===== src/rtl/lsu_pkg.sv =====
// Shared types, constants and helpers for the load/store stage.
package lsu_pkg;

  typedef enum logic [1:0] {
    SZ_B = 2'd0,
    SZ_H = 2'd1,
    SZ_W = 2'd2,
    SZ_D = 2'd3
  } size_e;

  typedef enum logic [1:0] {
    ST_IDLE  = 2'd0,
    ST_REQ   = 2'd1,
    ST_WAIT  = 2'd2,
    ST_DRAIN = 2'd3
  } state_e;

  localparam logic [63:0] CAUSE_LOAD_MISALIGN  = 64'd4;
  localparam logic [63:0] CAUSE_LOAD_FAULT     = 64'd5;
  localparam logic [63:0] CAUSE_STORE_MISALIGN = 64'd6;
  localparam logic [63:0] CAUSE_STORE_FAULT    = 64'd7;

  // Contents of the LS/WB pipeline register.
  typedef struct packed {
    logic [63:0] pc;
    logic [63:0] next_pc;
    logic [31:0] inst;
    logic        trap_valid;
    logic        mret_valid;
    logic        sret_valid;
    logic [63:0] trap_cause;
    logic [63:0] trap_tval;
    logic        csr_wen;
    logic        csr_ren;
    logic [11:0] csr_addr;
    logic [4:0]  rd;
    logic        dest_wen;
    logic [63:0] data;
  } wb_t;

  // Byte-lane mask of an access of the given size, before offset shift.
  function automatic logic [7:0] size_mask(input size_e size);
    case (size)
      SZ_B:    return 8'h01;
      SZ_H:    return 8'h03;
      SZ_W:    return 8'h0F;
      default: return 8'hFF;
    endcase
  endfunction

  function automatic logic is_misaligned(input size_e size, input logic [2:0] off);
    case (size)
      SZ_B:    return 1'b0;
      SZ_H:    return off[0];
      SZ_W:    return |off[1:0];
      default: return |off;
    endcase
  endfunction

  // Replicate the store operand across every lane it could land in.
  function automatic logic [63:0] store_lanes(input size_e size, input logic [63:0] d);
    case (size)
      SZ_B:    return {8{d[7:0]}};
      SZ_H:    return {4{d[15:0]}};
      SZ_W:    return {2{d[31:0]}};
      default: return d;
    endcase
  endfunction

endpackage


===== src/rtl/lsu_load_align.sv =====
// Shifts a doubleword of read data down to the accessed bytes and extends it.
module lsu_load_align
  import lsu_pkg::*;
(
  input  logic [63:0] rdata_i,
  input  logic [2:0]  offset_i,
  input  logic [1:0]  size_i,
  input  logic        unsigned_i,
  output logic [63:0] data_o
);

  logic [63:0] shifted;

  assign shifted = rdata_i >> {offset_i, 3'b000};

  // Sign- or zero-extend the low bytes according to the access size.
  always_comb begin
    data_o = shifted;
    case (size_e'(size_i))
      SZ_B: data_o = unsigned_i ? {56'd0, shifted[7:0]}  : {{56{shifted[7]}},  shifted[7:0]};
      SZ_H: data_o = unsigned_i ? {48'd0, shifted[15:0]} : {{48{shifted[15]}}, shifted[15:0]};
      SZ_W: data_o = unsigned_i ? {32'd0, shifted[31:0]} : {{32{shifted[31]}}, shifted[31:0]};
      default: data_o = shifted;
    endcase
  end

endmodule


===== src/rtl/lsu_stage.sv =====
// Load/store stage: one outstanding data-memory access, results to LS/WB.
module lsu_stage
  import lsu_pkg::*;
#(
  parameter int unsigned XLEN     = 64,
  parameter logic [63:0] RESET_PC = 64'h0
) (
  input  logic            clk,
  input  logic            rst,
  input  logic            EX_LS_reg_execute_valid,
  output logic            LS_EX_execute_ready,
  input  logic [XLEN-1:0] EX_LS_reg_PC,
  input  logic [XLEN-1:0] EX_LS_reg_next_PC,
  input  logic [31:0]     EX_LS_reg_inst,
  input  logic            EX_LS_reg_trap_valid,
  input  logic            EX_LS_reg_mret_valid,
  input  logic            EX_LS_reg_sret_valid,
  input  logic [XLEN-1:0] EX_LS_reg_trap_cause,
  input  logic [XLEN-1:0] EX_LS_reg_trap_tval,
  input  logic            EX_LS_reg_csr_wen,
  input  logic            EX_LS_reg_csr_ren,
  input  logic [11:0]     EX_LS_reg_csr_addr,
  input  logic [4:0]      EX_LS_reg_rd,
  input  logic            EX_LS_reg_dest_wen,
  input  logic [XLEN-1:0] EX_LS_reg_data,
  input  logic [XLEN-1:0] EX_LS_reg_store_data,
  input  logic            EX_LS_reg_load,
  input  logic            EX_LS_reg_store,
  input  logic [1:0]      EX_LS_reg_size,
  input  logic            EX_LS_reg_unsigned,
  output logic            LS_MEM_req_valid,
  input  logic            MEM_LS_req_ready,
  output logic [XLEN-1:0] LS_MEM_addr,
  output logic            LS_MEM_wen,
  output logic [XLEN-1:0] LS_MEM_wdata,
  output logic [7:0]      LS_MEM_wstrb,
  input  logic            MEM_LS_resp_valid,
  input  logic [XLEN-1:0] MEM_LS_rdata,
  input  logic            MEM_LS_resp_err,
  input  logic            WB_LS_ls_ready,
  input  logic            WB_LS_flush_flag,
  output logic            LS_WB_reg_ls_valid,
  output logic [XLEN-1:0] LS_WB_reg_PC,
  output logic [XLEN-1:0] LS_WB_reg_next_PC,
  output logic [31:0]     LS_WB_reg_inst,
  output logic            LS_WB_reg_trap_valid,
  output logic            LS_WB_reg_mret_valid,
  output logic            LS_WB_reg_sret_valid,
  output logic [XLEN-1:0] LS_WB_reg_trap_cause,
  output logic [XLEN-1:0] LS_WB_reg_trap_tval,
  output logic            LS_WB_reg_csr_wen,
  output logic            LS_WB_reg_csr_ren,
  output logic [11:0]     LS_WB_reg_csr_addr,
  output logic [4:0]      LS_WB_reg_rd,
  output logic            LS_WB_reg_dest_wen,
  output logic [XLEN-1:0] LS_WB_reg_data
);

  state_e      state_q, state_d;
  logic        ls_valid_q, ls_valid_d;
  wb_t         wb_q, wb_d;
  wb_t         pend_q, pend_d;
  wb_t         entry;
  logic [63:0] addr_q, addr_d;
  logic [63:0] wdata_q, wdata_d;
  logic [7:0]  wstrb_q, wstrb_d;
  logic [1:0]  size_q, size_d;
  logic        uns_q, uns_d;
  logic        store_q, store_d;
  logic        accept;
  logic [63:0] load_data;

  assign LS_EX_execute_ready = (state_q == ST_IDLE) & (~ls_valid_q | WB_LS_ls_ready);
  assign accept = EX_LS_reg_execute_valid & LS_EX_execute_ready & ~WB_LS_flush_flag;

  assign LS_MEM_req_valid = (state_q == ST_REQ);
  assign LS_MEM_addr      = {addr_q[63:3], 3'b000};
  assign LS_MEM_wen       = store_q;
  assign LS_MEM_wdata     = wdata_q;
  assign LS_MEM_wstrb     = wstrb_q;

  lsu_load_align u_align (
    .rdata_i    (MEM_LS_rdata),
    .offset_i   (addr_q[2:0]),
    .size_i     (size_q),
    .unsigned_i (uns_q),
    .data_o     (load_data)
  );

  // Pack the incoming instruction into LS/WB form; stores never write rd.
  always_comb begin
    entry            = '0;
    entry.pc         = EX_LS_reg_PC;
    entry.next_pc    = EX_LS_reg_next_PC;
    entry.inst       = EX_LS_reg_inst;
    entry.trap_valid = EX_LS_reg_trap_valid;
    entry.mret_valid = EX_LS_reg_mret_valid;
    entry.sret_valid = EX_LS_reg_sret_valid;
    entry.trap_cause = EX_LS_reg_trap_cause;
    entry.trap_tval  = EX_LS_reg_trap_tval;
    entry.csr_wen    = EX_LS_reg_csr_wen;
    entry.csr_ren    = EX_LS_reg_csr_ren;
    entry.csr_addr   = EX_LS_reg_csr_addr;
    entry.rd         = EX_LS_reg_rd;
    entry.dest_wen   = EX_LS_reg_dest_wen & ~EX_LS_reg_store;
    entry.data       = EX_LS_reg_data;
  end

  // Next-state, access latch and output-register update.
  always_comb begin
    state_d    = state_q;
    ls_valid_d = ls_valid_q;
    wb_d       = wb_q;
    pend_d     = pend_q;
    addr_d     = addr_q;
    wdata_d    = wdata_q;
    wstrb_d    = wstrb_q;
    size_d     = size_q;
    uns_d      = uns_q;
    store_d    = store_q;

    if (ls_valid_q && WB_LS_ls_ready) ls_valid_d = 1'b0;

    case (state_q)
      ST_IDLE: begin
        if (accept) begin
          if (!(EX_LS_reg_load || EX_LS_reg_store) || EX_LS_reg_trap_valid) begin
            wb_d       = entry;
            ls_valid_d = 1'b1;
          end else if (is_misaligned(size_e'(EX_LS_reg_size), EX_LS_reg_data[2:0])) begin
            wb_d            = entry;
            wb_d.trap_valid = 1'b1;
            wb_d.trap_cause = EX_LS_reg_load ? CAUSE_LOAD_MISALIGN : CAUSE_STORE_MISALIGN;
            wb_d.trap_tval  = EX_LS_reg_data;
            wb_d.dest_wen   = 1'b0;
            ls_valid_d      = 1'b1;
          end else begin
            pend_d  = entry;
            addr_d  = EX_LS_reg_data;
            size_d  = EX_LS_reg_size;
            uns_d   = EX_LS_reg_unsigned;
            store_d = EX_LS_reg_store;
            wdata_d = store_lanes(size_e'(EX_LS_reg_size), EX_LS_reg_store_data);
            wstrb_d = size_mask(size_e'(EX_LS_reg_size)) << EX_LS_reg_data[2:0];
            state_d = ST_REQ;
          end
        end
      end
      ST_REQ: begin
        if (WB_LS_flush_flag) state_d = MEM_LS_req_ready ? ST_DRAIN : ST_IDLE;
        else if (MEM_LS_req_ready) state_d = ST_WAIT;
      end
      ST_WAIT: begin
        // A response coinciding with a flush is simply dropped; no drain needed.
        if (MEM_LS_resp_valid) begin
          state_d = ST_IDLE;
          if (!WB_LS_flush_flag) begin
            wb_d = pend_q;
            if (MEM_LS_resp_err) begin
              wb_d.trap_valid = 1'b1;
              wb_d.trap_cause = store_q ? CAUSE_STORE_FAULT : CAUSE_LOAD_FAULT;
              wb_d.trap_tval  = addr_q;
              wb_d.dest_wen   = 1'b0;
            end else if (!store_q) begin
              wb_d.data = load_data;
            end
            ls_valid_d = 1'b1;
          end
        end else if (WB_LS_flush_flag) begin
          state_d = ST_DRAIN;
        end
      end
      default: begin
        if (MEM_LS_resp_valid) state_d = ST_IDLE;
      end
    endcase

    if (WB_LS_flush_flag) ls_valid_d = 1'b0;
  end

  // State and data registers with synchronous reset.
  always_ff @(posedge clk) begin
    if (rst) begin
      state_q      <= ST_IDLE;
      ls_valid_q   <= 1'b0;
      wb_q         <= '0;
      wb_q.pc      <= RESET_PC;
      wb_q.next_pc <= RESET_PC;
      pend_q       <= '0;
      addr_q       <= '0;
      wdata_q      <= '0;
      wstrb_q      <= '0;
      size_q       <= '0;
      uns_q        <= 1'b0;
      store_q      <= 1'b0;
    end else begin
      state_q    <= state_d;
      ls_valid_q <= ls_valid_d;
      wb_q       <= wb_d;
      pend_q     <= pend_d;
      addr_q     <= addr_d;
      wdata_q    <= wdata_d;
      wstrb_q    <= wstrb_d;
      size_q     <= size_d;
      uns_q      <= uns_d;
      store_q    <= store_d;
    end
  end

  assign LS_WB_reg_ls_valid   = ls_valid_q;
  assign LS_WB_reg_PC         = wb_q.pc;
  assign LS_WB_reg_next_PC    = wb_q.next_pc;
  assign LS_WB_reg_inst       = wb_q.inst;
  assign LS_WB_reg_trap_valid = wb_q.trap_valid;
  assign LS_WB_reg_mret_valid = wb_q.mret_valid;
  assign LS_WB_reg_sret_valid = wb_q.sret_valid;
  assign LS_WB_reg_trap_cause = wb_q.trap_cause;
  assign LS_WB_reg_trap_tval  = wb_q.trap_tval;
  assign LS_WB_reg_csr_wen    = wb_q.csr_wen;
  assign LS_WB_reg_csr_ren    = wb_q.csr_ren;
  assign LS_WB_reg_csr_addr   = wb_q.csr_addr;
  assign LS_WB_reg_rd         = wb_q.rd;
  assign LS_WB_reg_dest_wen   = wb_q.dest_wen;
  assign LS_WB_reg_data       = wb_q.data;

endmodule


===== config.mk =====
export PLATFORM = sky130hd
export DESIGN_NAME = lsu_stage
export DESIGN_NICKNAME = d
export VERILOG_FILES = /design/src/rtl/lsu_pkg.sv /design/src/rtl/lsu_load_align.sv /design/src/rtl/lsu_stage.sv
export SDC_FILE = /design/constraint.sdc
export NUM_CORES = 2
export LEC_CHECK = 0
export CAP_MARGIN = 20
export CORE_AREA = 8 8 393 395
export DETAILED_ROUTE_END_ITERATION = 8
export DIE_AREA = 0 0 401 403
export GPL_ROUTABILITY_DRIVEN = 0
export MAX_ROUTING_LAYER = met4
export PLACE_DENSITY_LB_ADDON = 0.1
export SKIP_LAST_GASP = 1
export SLEW_MARGIN = 20
export SYNTH_ARGS = -nofsm -noshare
export SYNTH_HDL_FRONTEND = slang
export SYNTH_SLANG_ARGS = --single-unit

===== constraint.sdc =====
create_clock -name clk -period 2.32 [get_ports clk]
set_input_delay 0.58 -clock clk [delete_from_list [all_inputs] [get_ports clk]]
set_output_delay 0.58 -clock clk [all_outputs]
set_load 0.01 [all_outputs]

Yosys cells after proc, flatten, opt, wreduce, memory -nomap -nowiden
Index checks and enable logic that the tools add are counted.
{"block": "totals", "n_memories": 0, "mem_bits_rw": 0, "elab_cells": 119, "ff_bits": 829, "rom_bits": 0, "latchBits": 0}
{"block": "op_classes", "div": 0, "n_eq_ne": 14, "reduce_logical": 15, "bitwise": 10, "order_cmp": 0, "multipliers": 0, "n_addsub": 0, "muxes": 43, "shift": 2}
{"operator": "$mux 375", "n": 5}
{"operator": "$pmux 375 s2", "n": 1}
{"operator": "$pmux 64 s3", "n": 2}
{"operator": "$mux 64", "n": 5}
{"operator": "$mux 128", "n": 1}
{"operator": "$shr 64x6->64", "n": 1}
{"operator": "$mux 8", "n": 4}
{"operator": "$pmux 8 s3", "n": 1}
{"operator": "$mux 2", "n": 11}
{"operator": "$mux 1", "n": 10}
{"operator": "$ne 2x2->1 const B", "n": 5}
{"operator": "$shl 8x3->8", "n": 1}
{"operator": "$eq 2x1->1 const B", "n": 3}
{"operator": "$eq 2x2->1 const B", "n": 3}
{"operator": "$logic_not 2->1", "n": 3}
{"operator": "$ne 3x1->1 const B", "n": 2}
{"operator": "$pmux 2 s3", "n": 1}
{"operator": "$reduce_and 6->1", "n": 1}
{"operator": "$not 1->1", "n": 5}
{"operator": "$reduce_and 5->1", "n": 1}
{"operator": "$and 1x1->1", "n": 4}
{"operator": "$reduce_and 4->1", "n": 1}
{"operator": "$reduce_bool 4->1", "n": 1}
{"operator": "$reduce_or 2->1", "n": 2}
{"operator": "9 further kinds", "n": 10}

Depth between registers and ports, before layout
{"block": "depth", "word_depth": 12, "depth_mapped": 10, "ltp_nobuf": 5}

Cells and area by module
A second synthesis with hierarchy kept.
{"block": "hier_totals", "hier_cells": 5040, "hier_area_um2": 45077.0}
{"mod": "lsu_stage", "area_each_um2": 42777.3, "seq_area_each_um2": 16595.9, "n_inst": 1, "cells_each": 4776}
{"mod": "lsu_load_align", "area_each_um2": 2299.7, "seq_area_each_um2": 0.0, "n_inst": 1, "cells_each": 264}

Least setup slack after synthesis
Ideal clock, no wire load.
{"block": "synth_path", "path_kind": "in2reg", "start": "input MEM_LS_resp_err", "end": "register wb_q (netlist bit LS_WB_reg_data[33])", "n_path_buf": 3, "arrival_ns": 2.131, "cell_stages": 7, "setup_slack_ns": 0.045, "path_cell_list": "clkbuf_1 -> or2_2 -> clkbuf_1 -> a31o_1 -> a2111oi_4 -> buf_6 -> a211oi_2"}
{"block": "synth_between", "elab_chain_len": 4}
{"item": "from (decl)", "line_no": "lsu_stage.sv:39", "rtl": "input logic MEM_LS_resp_err,"}
{"item": "$mux 64", "line_no": "lsu_stage.sv:159", "rtl": "if (MEM_LS_resp_err) begin"}
{"item": "$mux 375", "line_no": "lsu_stage.sv:157", "rtl": "if (!WB_LS_flush_flag) begin"}
{"item": "$mux 375", "line_no": "lsu_stage.sv:155", "rtl": "if (MEM_LS_resp_valid) begin"}
{"item": "$pmux 375 s2", "line_no": "lsu_stage.sv:124", "rtl": "case (state_q)"}
{"item": "to (signal assigned)", "line_no": "lsu_stage.sv:199", "rtl": "wb_q <= wb_d;"}
{"item": "to (decl)", "line_no": "lsu_stage.sv:61", "rtl": "wb_t wb_q, wb_d;"}
Every way passes these cells. The select of a mux whose other input is x is not followed.
A chain may end at the register's enable or synchronous reset.

Worst setup path in the final report
{"block": "layout_path", "start": "register addr_q[63]", "end": "output LS_MEM_addr[63]"}
{"item": "from (decl)", "line_no": "lsu_stage.sv:64", "rtl": "logic [63:0] addr_q, addr_d;"}
{"item": "from (signal assigned)", "line_no": "lsu_stage.sv:201", "rtl": "addr_q <= addr_d;"}
{"item": "to (decl)", "line_no": "lsu_stage.sv:33", "rtl": "output logic [XLEN-1:0] LS_MEM_addr,"}
No word-level cell between the ends.

==> summary.txt <==
Synth
  – Synth top cells by count: nand2_1 (1,491), dfxtp_1 (829), a21oi_1 (521), nor2_1 (356), clkbuf_1 (272)
  – Top-area cell type share of the netlist area: between 40% and 50%
  – Top cells by area, synth: dfxtp_1 (45%), nand2_1 (15%), a21oi_1 (7.0%)
  – #FFs+latches synth: slightly above 800
  – Post-synth EDFFs: 0
  – Yosys warns: 0
  – Avg Inst Size Synth: 7.83 um^2
  – Synth Flop Type: dfxtp_1
  – Count leader, synth: nand2_1
  – Netlist cell types: a little over 70
  – Synth area leader: dfxtp_1
  – Cell area after synthesis: ~37,000 um^2
  – Async SR Flop Fraction: 0%
  – Cells after Synth: about 4,700
  – Post-synthesis sequential area ratio: between 40 and 50%

Timing
  – Crit share post-route: just under 100%
  – Max-slew headroom: between 40% and 50%
  – Worst setup margin: ~0.056 ns
  – RSZ-0062 raised after global routing: yes
  – Final min period: between 2 and 2.5 ns
  – FMAX: 442 MHz
  – Final Hold Vio Count: 0
  – Count of pins over their slew limit: 0
  – Count of final setup violators: 0
  – Final Skew: 0.0567 ns
  – Worst hold slack: roughly 0.34 ns
  – Worst-Margin Slew: about 0.83 ns

CTS
  – CTS tree: yes
  – CTS clk-pin slew, worst paths: 0.06 ns
  – CTS Buf Count: around 100
  – Clock Tree Buf Depth: 3
  – Hold Buf Count CTS: 0
  – Clock sink count: 829
  – CTS Root Cell: clkbuf_16
  – Worst skew pair latency: 0.73 ns
  – H-tree levels: 3

GRT
  – M3 GR Usage: 6.52%
  – Largest net degree at the start of global routing: 75
  – Antenna violations before repair: 57
  – GRT Total Usage: a little under a quarter
  – Most used routing layer: met2
  – Total gr overflow: 0
  – Grt met2 use: between 30% and 40%
  – Vias in the first global route: about 37,000
  – First-pass GRT wire length: ~270,000 um
  – Grt met1 use: a little over a quarter

Worst setup path
  – R2R Path Start: addr_q[1]
  – Delay-heaviest family, CP: buffers and inverters
  – Arrival time at the worst endpoint: about 1.7 ns
  – Critical path, cell by cell: dlygate4sd2_1
  – Slowest CP cell: dlygate4sd2_1
  – FF-to-FF path depth: 7
  – Max incr delay on CP: roughly 0.56 ns
  – CP max FO: 4
  – Critical Path Source: addr_q[63]
  – Critical Path RT: between 1.5 and 2 ns
  – CP bufs+invs: 1
  – Startpoint types: register
  – Crit path kind: reg -> out
  – WP depth: 1
  – Crit. End Element: output port

Routing
  – Vias/cell: between 4 and 5
  – Final Routed Wirelength: between 150,000 and 200,000 um
  – Initial drt markers: around 2,400
  – Routed Antenna Nets: 0
  – Avg WL per Cell: about 24 um
  – Drt first pass iters: 6
  – DR vias: 38,300
  – Number of remaining DRC errors: 0

Floorplan
  – Die X: approximately 400 um
  – I/O pin total: about 1,000
  – Core area: about 150,000 um^2
  – Initial Utilization: between 20% and 30%
  – Die Area: between 150,000 and 200,000 um^2
  – Row Count: 142
  – Die height: 403 um

Worst hold path
  – Worst Hold Launch: rst
  – Worst min path class: in -> reg
  – Worst Hold Depth: 2

Finish
  – Final net count: 6,252
  – Multi-input logic area: ~18,000 um^2
  – FF/Latch Area: approximately 17,000 um^2
  – Layout cell share with drive strength beyond 1: between 10% and 20%
  – Fill cells: 15,600
  – Area growth from synthesis to layout: 48.3%

Power
  – Post-layout power: 37.4 mW
  – Power per Cell Area: roughly 700 nW/um^2
  – Maximum VDD drop: roughly 0.58 mV
  – LEAKAGE: roughly 20 nW

Run status
  – Status: completed

Place
  – HPWL Detailed: ~140,000 um
  – Post-place setup slack: -0.601 ns
  – Port Buf Inserts: 1,027

Job
  – MaxCap Viol Count: 0
per-layer routing:
| layer | vias to the layer above | wire length, um |
|---|---|---|
| li1 | 18400 | - |
| met1 | 18400 | 78700 |
| met2 | 1245 | 92200 |
| met3 | 247 | 14100 |
| met4 | 0 | 5460 |
| met5 | - | 0 |
flip-flops by register name, summed over array words and instances (netlist names), 2 cells and up:
register              flops
LS_WB_reg_csr_addr       12
size_q                    2
pend_q                  311
LS_WB_reg_inst           32
LS_WB_reg_rd              5
LS_WB_reg_next_PC        64
addr_q                   64
LS_WB_reg_trap_tval      64
LS_WB_reg_PC             64
LS_MEM_wstrb              8
LS_WB_reg_trap_cause     64
LS_WB_reg_data           64
LS_MEM_wdata             64
state_q                   2
final timing paths:
| check | slack [ns] | endpoint |
|---|---|---|
| max reg2reg | 0.09 | LS_WB_reg_data[34] |
| min reg2reg | 0.44 | LS_WB_reg_PC[37] |
| max | 0.06 | LS_MEM_addr[63] |
| min | 0.34 | pend_q[99] |
per-stage QoR:
step           setup TNS, ns  utilization, %  cell area [um^2]  cells
2_1_floorplan              0               -             37000   4729
3_3_place_gp         -366.40            34.6             51500   7573
3_5_place_dp         -373.96            34.6             51500   7573
4_1_cts               -0.205            36.8             54700   7760
5_1_grt              -0.0795            37.0             54900   7812
6_report                   0            37.0             54900   7817
timing repair:
action / 4_1_cts / 5_1_grt
cloned: 0 / 1
hold endpoints to repair: 0 / 0
gates resized for setup: 230 / 12
buffers inserted: 0 / 3
pin swaps: 0 / 2
endpoints found under the setup margin: 211 / 43
cell families (layout without fill, tap and decap cells):
| logic type | Yosys count | in the layout | share of synthesized area, % |
|---|---|---|---|
| AND/OR/NAND/NOR | 2131 | 2131 | 22.8 |
| AO/OA/AOI/OAI | 1045 | 1045 | 18.9 |
| flip-flops | 829 | 829 | 44.8 |
| buffers and inverters | 509 | 1600 | 6.51 |
| multiplexers | 211 | 211 | 6.87 |
| other | 1 | 56 | 0.0101 |
| XOR/XNOR | 1 | 1 | 0.0237 |
power breakdown:
part,internal (mW),switching (mW)
combinational,2.81,2.93
sequential,14.8,0.419
clock,9.54,6.90
total,27.2,10.2
final cells by class:
class | count | share of cell area, %
clock inverters | 34 | 0.816
inverters | 11 | 0.0752
multi-input cells | 3391 | 33.0
flip-flops and latches | 829 | 30.3
repair buffers | 1402 | 25.6
diodes | 53 | 0.241
well taps | 1944 | 4.43
clock buffers | 153 | 5.47
cells in the final DEF (no fill, tap or decap), types with 53 or more instances in the layout:
cell type | netlist | routed
a211oi_1 | 58 | 57
a21oi_1 | 521 | 521
a221oi_1 | 74 | 74
a311oi_1 | 210 | 210
buf_12 | 1 | 95
buf_4 | 69 | 280
clkbuf_16 | 0 | 102
clkdlybuf4s50_1 | 0 | 828
dfxtp_1 | 829 | 792
diode_2 | 0 | 53
dlygate4sd2_1 | 0 | 186
mux2i_1 | 162 | 161
nand2_1 | 1491 | 1489
nand3_1 | 141 | 141
nor2_1 | 356 | 353
nor3_1 | 90 | 90
No activity file was read; power rests on OpenSTA's default activity.
